--- src/rtl/cla_adder.sv ---
// cla_adder -- registered two-level carry-lookahead adder.
//
// Computes {Cout,Sum} = A + B + Cin (unsigned, BITS+1 bits wide) through a
// combinational core built from 4-bit lookahead groups plus a second-level
// lookahead unit over the group generate/propagate terms.  The result is
// captured on each rising clk edge: one cycle of latency, one operand set
// accepted per cycle, no handshake.
//
// Parameters:
//   BITS     operand width; must be a multiple of 4 and at least 4.
// Ports:
//   clk      rising-edge clock for the output register
//   rst_n    asynchronous active-low reset; clears all outputs immediately
//   A, B     addends [BITS-1:0]
//   Cin      carry-in
//   Sum      registered sum [BITS-1:0]
//   Cout     registered carry-out of bit BITS-1
//   carries  registered per-bit carry-outs [BITS-1:0]
//            (only when CLA_CARRIES_EN is defined)
//
// Build option:
//   CLA_CARRIES_EN  adds the debug port `carries` and its register.

// One 4-bit lookahead group.  Produces the carries out of bits 0..2 directly
// from g/p and the group carry-in, plus the group generate/propagate terms.
// The carry out of bit 3 is not produced here: the second-level unit derives
// it from gg/gp, so every group boundary is resolved by lookahead.
module cla_group4 (
  input  logic [3:0] g,
  input  logic [3:0] p,
  input  logic       ci,
  output logic [2:0] co,
  output logic       gg,
  output logic       gp
);
  always_comb begin
    co[0] = g[0] | (p[0] & ci);
    co[1] = g[1] | (p[1] & g[0]) | (p[1] & p[0] & ci);
    co[2] = g[2] | (p[2] & g[1]) | (p[2] & p[1] & g[0])
                 | (p[2] & p[1] & p[0] & ci);
    gg    = g[3] | (p[3] & g[2]) | (p[3] & p[2] & g[1])
                 | (p[3] & p[2] & p[1] & g[0]);
    gp    = &p;
  end
endmodule

module cla_adder #(
  parameter int BITS = 8
) (
  input  logic            clk,
  input  logic            rst_n,
  input  logic [BITS-1:0] A,
  input  logic [BITS-1:0] B,
  input  logic            Cin,
  output logic [BITS-1:0] Sum,
  output logic            Cout
`ifdef CLA_CARRIES_EN
  ,
  output logic [BITS-1:0] carries
`endif
);
  localparam int NG = BITS / 4;

  logic [BITS-1:0]      g, p;
  logic [NG-1:0][2:0]   co;      // in-group carries out of bits 0..2
  logic [NG-1:0]        gg, gp;
  logic [NG:0]          c_grp;   // c_grp[k] = carry into group k; c_grp[NG] = Cout
  logic [NG:0]          gin;     // {gg, Cin}: generate terms seen by level two
  logic [BITS-1:0]      c_out;   // carry out of each bit

  logic [BITS-1:0]      sum_d, sum_q;
  logic                 cout_d, cout_q;

  assign g = A & B;
  assign p = A ^ B;

  cla_group4 u_grp [NG-1:0] (
    .g  (g),
    .p  (p),
    .ci (c_grp[NG-1:0]),
    .co (co),
    .gg (gg),
    .gp (gp)
  );

  // Second-level lookahead as a flat sum of products:
  //   c_grp[k] = OR_{j=0..k} gin[j] & P[j] & ... & P[k-1]
  // with gin[0] = Cin and gin[j] = G[j-1]; the j == k term is just G[k-1].
  assign gin = {gg, Cin};

  always_comb begin
    logic prod;
    prod     = 1'b0;
    c_grp    = '0;
    c_grp[0] = Cin;
    for (int k = 1; k <= NG; k++) begin
      for (int j = 0; j <= k; j++) begin
        prod = gin[j];
        for (int m = j; m < k; m++) prod = prod & gp[m];
        c_grp[k] = c_grp[k] | prod;
      end
    end
  end

  // Bit 3 of each group takes its carry-out from the second-level unit.
  for (genvar i = 0; i < BITS; i++) begin : g_cout
    if (i % 4 == 3) begin : g_grp_msb
      assign c_out[i] = c_grp[i/4 + 1];
    end else begin : g_grp_bit
      assign c_out[i] = co[i/4][i%4];
    end
  end

  always_comb begin
    sum_d  = p ^ {c_out[BITS-2:0], Cin};
    cout_d = c_out[BITS-1];
  end

  always_ff @(posedge clk or negedge rst_n) begin
    if (!rst_n) begin
      sum_q  <= '0;
      cout_q <= 1'b0;
    end else begin
      sum_q  <= sum_d;
      cout_q <= cout_d;
    end
  end

  assign Sum  = sum_q;
  assign Cout = cout_q;

`ifdef CLA_CARRIES_EN
  logic [BITS-1:0] carries_d, carries_q;

  always_comb carries_d = c_out;

  always_ff @(posedge clk or negedge rst_n) begin
    if (!rst_n) carries_q <= '0;
    else        carries_q <= carries_d;
  end

  assign carries = carries_q;
`endif

endmodule

--- config.mk ---
export PLATFORM = sky130hd
export DESIGN_NAME = cla_adder
export DESIGN_NICKNAME = d
export VERILOG_FILES = /design/src/rtl/cla_adder.sv
export SDC_FILE = /design/constraint.sdc
export NUM_CORES = 1
export LEC_CHECK = 0
export CAP_MARGIN = 20
export CORE_UTILIZATION = 25
export DETAILED_ROUTE_END_ITERATION = 6
export HOLD_SLACK_MARGIN = 0.15
export MAX_ROUTING_LAYER = met4
export PLACE_DENSITY = 0.63
export RECOVER_POWER = 50
export SYNTH_ARGS = -nofsm -noshare
export SYNTH_HDL_FRONTEND = slang
export SYNTH_SLANG_ARGS = --single-unit
--- constraint.sdc ---
create_clock -name clk -period 0.8 [get_ports clk]
set_clock_uncertainty 0.1 [all_clocks]
set_input_delay 0.16 -clock clk [delete_from_list [all_inputs] [get_ports clk]]
set_output_delay 0.16 -clock clk [all_outputs]
set_load 0.05 [all_outputs]
==> impl_metrics.json <==
{
  "status": "finished, violations left",
  "violations": "negative setup slack",
  "total_power_mw": 2.29,
  "fmax_mhz": 716,
  "p_leak_nw": 0.566,
  "drt_iter0_markers": 6,
  "clock_path_buffers": 2,
  "arrival_ps": 1450,
  "ant_nets": 0,
  "final_nets": 123,
  "min_path_cells": 4,
  "gp_congestion": 0.670,
  "drc": 0,
  "vias": 529,
  "hold_start": "B[2]",
  "path_clk_slew_ps": 60,
  "num_io_pins": 28,
  "grt-ovfl-total": 0,
  "crit_type": "input pin to register",
  "grt_pass1_wl_mm": 2.44,
  "hpwl_mm": 1.03,
  "cts_max_level": 1,
  "die_w_um": 48.8,
  "tightestPinTransition_ps": 249,
  "holdPathEnd": "Sum[3]",
  "synth.avg_cell_area_um2": 12.2,
  "clock_sinks": 9,
  "die_area_um2": 2380,
  "stdcell_count": 120,
  "diodes": 0,
  "wl_mm": 1.49,
  "placed_area_um2": 1120,
  "initial_utilization_pct": 27.3,
  "yosys-top-cells-area": "dfrtp_1 (41%), ha_1 (18%), fa_1 (7.3%), xor2_1 (4.8%), inv_1 (3.4%)",
  "hold_violations": 0,
  "cts_buffers": 3,
  "fin_crit_ps": 1400,
  "drt_first_pass_iters": 4,
  "tns_ps": -6230,
  "synth_top_cell_by_area": "dfrtp_1",
  "synthesis.area_um2": 547,
  "root_buffer": "clkbuf_4",
  "post_drt_wl_per_cell_um": 12.4,
  "final_core_util_pct": 63.9,
  "fp-row-count": 16,
  "relSlewSlack_pct": 83.4,
  "synth_seq_cells": 9,
  "antenna_found_initial": 0,
  "port-buffer-count": 27,
  "dp.cells": 110,
  "final_common_cell": "buf_4",
  "ys_types": 20,
  "setup_violations": 18,
  "grt_max_degree": 10,
  "track_usage_pct": 14.7,
  "yosysSeqAreaShare_pct": 41.2,
  "whs_ps": 134,
  "syn_to_final_growth_pct": 134,
  "final_area_um2": 1280,
  "worstPathMaxFanout": 2,
  "hold_path_class": "input pin to register",
  "yosys_warnings": 0,
  "synthesis.nets": 74,
  "ir_drop_v": 0.000919,
  "grt_pass1_vias": 549,
  "nFillCells": 156,
  "crit_path_start_kind": "input pin",
  "worstSetupEndpointType": "register",
  "final_cell_mix": "buf_4 (13), buf_6 (11), buf_12 (9), dfrtp_2 (8), ha_4 (6)",
  "core_area_um2": 2000,
  "die_y_um": 48.8,
  "maxCapViolCount": 0,
  "seqCellArea_um2": 235,
  "netlist_instances": 45,
  "dp_slack_ps": -1380,
  "yosys.area.top_type_share_pct": 41.2,
  "via_per_inst": 4.41,
  "multi_input_area_um2": 445,
  "min_period_over_period_pct": 175,
  "power_density_nw_per_um2": 1790,
  "drv_slew": 0,
  "drive_gt1_share_pct": 77.4,
  "cts_tree": "built",
  "fin_ws_ps": -598,
  "rsz0062_at_grt": "true",
  "cp_data_required_time_ps": 860
}
report_power, final:
part           internal, mW  total (mW)  switching [mW]
clock network         0.185       0.357           0.172
logic                 0.705        1.30           0.593
registers             0.559       0.633          0.0734
cell families (layout without fill, tap and decap cells):
family / Yosys count / in the layout / share of synthesized area [%]
adders and majority gates: 10 / 10 / 25.6
AOI/OAI and AO/OA: 10 / 10 / 16.2
and+or+nand+nor: 6 / 6 / 5.49
DFF: 9 / 9 / 41.2
xor gates and xnor gates: 5 / 5 / 8.01
buffers and inverters: 5 / 53 / 3.43
state kept, by name, indices dropped and copies added (netlist names):
name and count:
Cout 1, Sum 8
routing by layer:
metal	vias to the layer above	GRT usage, %	part of all wire, %
met5	-	-	0
met4	0	8.82	2.9
met3	4	4.40	5.2
met2	22	25.9	55
met1	250	14.0	37
li1	253	-	-
worst max-delay path by stage:
stage | from | to | slack [ps]
global placement | B[0] | Sum[5] | -1330
CTS | B[0] | Cout | -680
floorplan | A[0] | Sum[5] | -790
detailed placement | B[0] | Sum[5] | -1380
finish | B[0] | Sum[5] | -600
global route | B[0] | Sum[5] | -620
what timing repair did:
item,CTS,global route
endpoints found under the setup margin,18,18
resized for setup,57,24
pin swaps,17,19
setup buffers,5,3
hold endpoints to repair,9,10
layout make-up:
| class | instances | area share, % |
|---|---|---|
| Clock buffer | 3 | 1.76 |
| Clock inverter | 1 | 0.391 |
| Inverter | 5 | 2.25 |
| Multi-Input combinational cell | 31 | 34.8 |
| Sequential cell | 9 | 18.4 |
| Tap cell | 27 | 2.64 |
| Timing Repair Buffer | 44 | 39.7 |
critical path, stage by stage:
cell	delay, ps
buf_8	100
ha_4	230
a21oi_4	130
o211ai_2	100
or2_4	240
fa_2	340
xor2_1	140
cell usage after synthesis, drive strengths merged:
| cell | n |
|---|---|
| a211oi | 1 |
| a21o | 2 |
| a21oi | 1 |
| dfrtp | 9 |
| fa | 2 |
| ha | 8 |
| inv | 5 |
| nand2 | 1 |
| nand3 | 2 |
| nor2 | 1 |
| o211ai | 1 |
| o21a | 1 |
| o21bai | 1 |
| o31a | 1 |
| o32ai | 1 |
| o41a | 1 |
| or2 | 2 |
| xnor2 | 2 |
| xor2 | 3 |
Note: power is estimated with default switching activity, not from simulation.
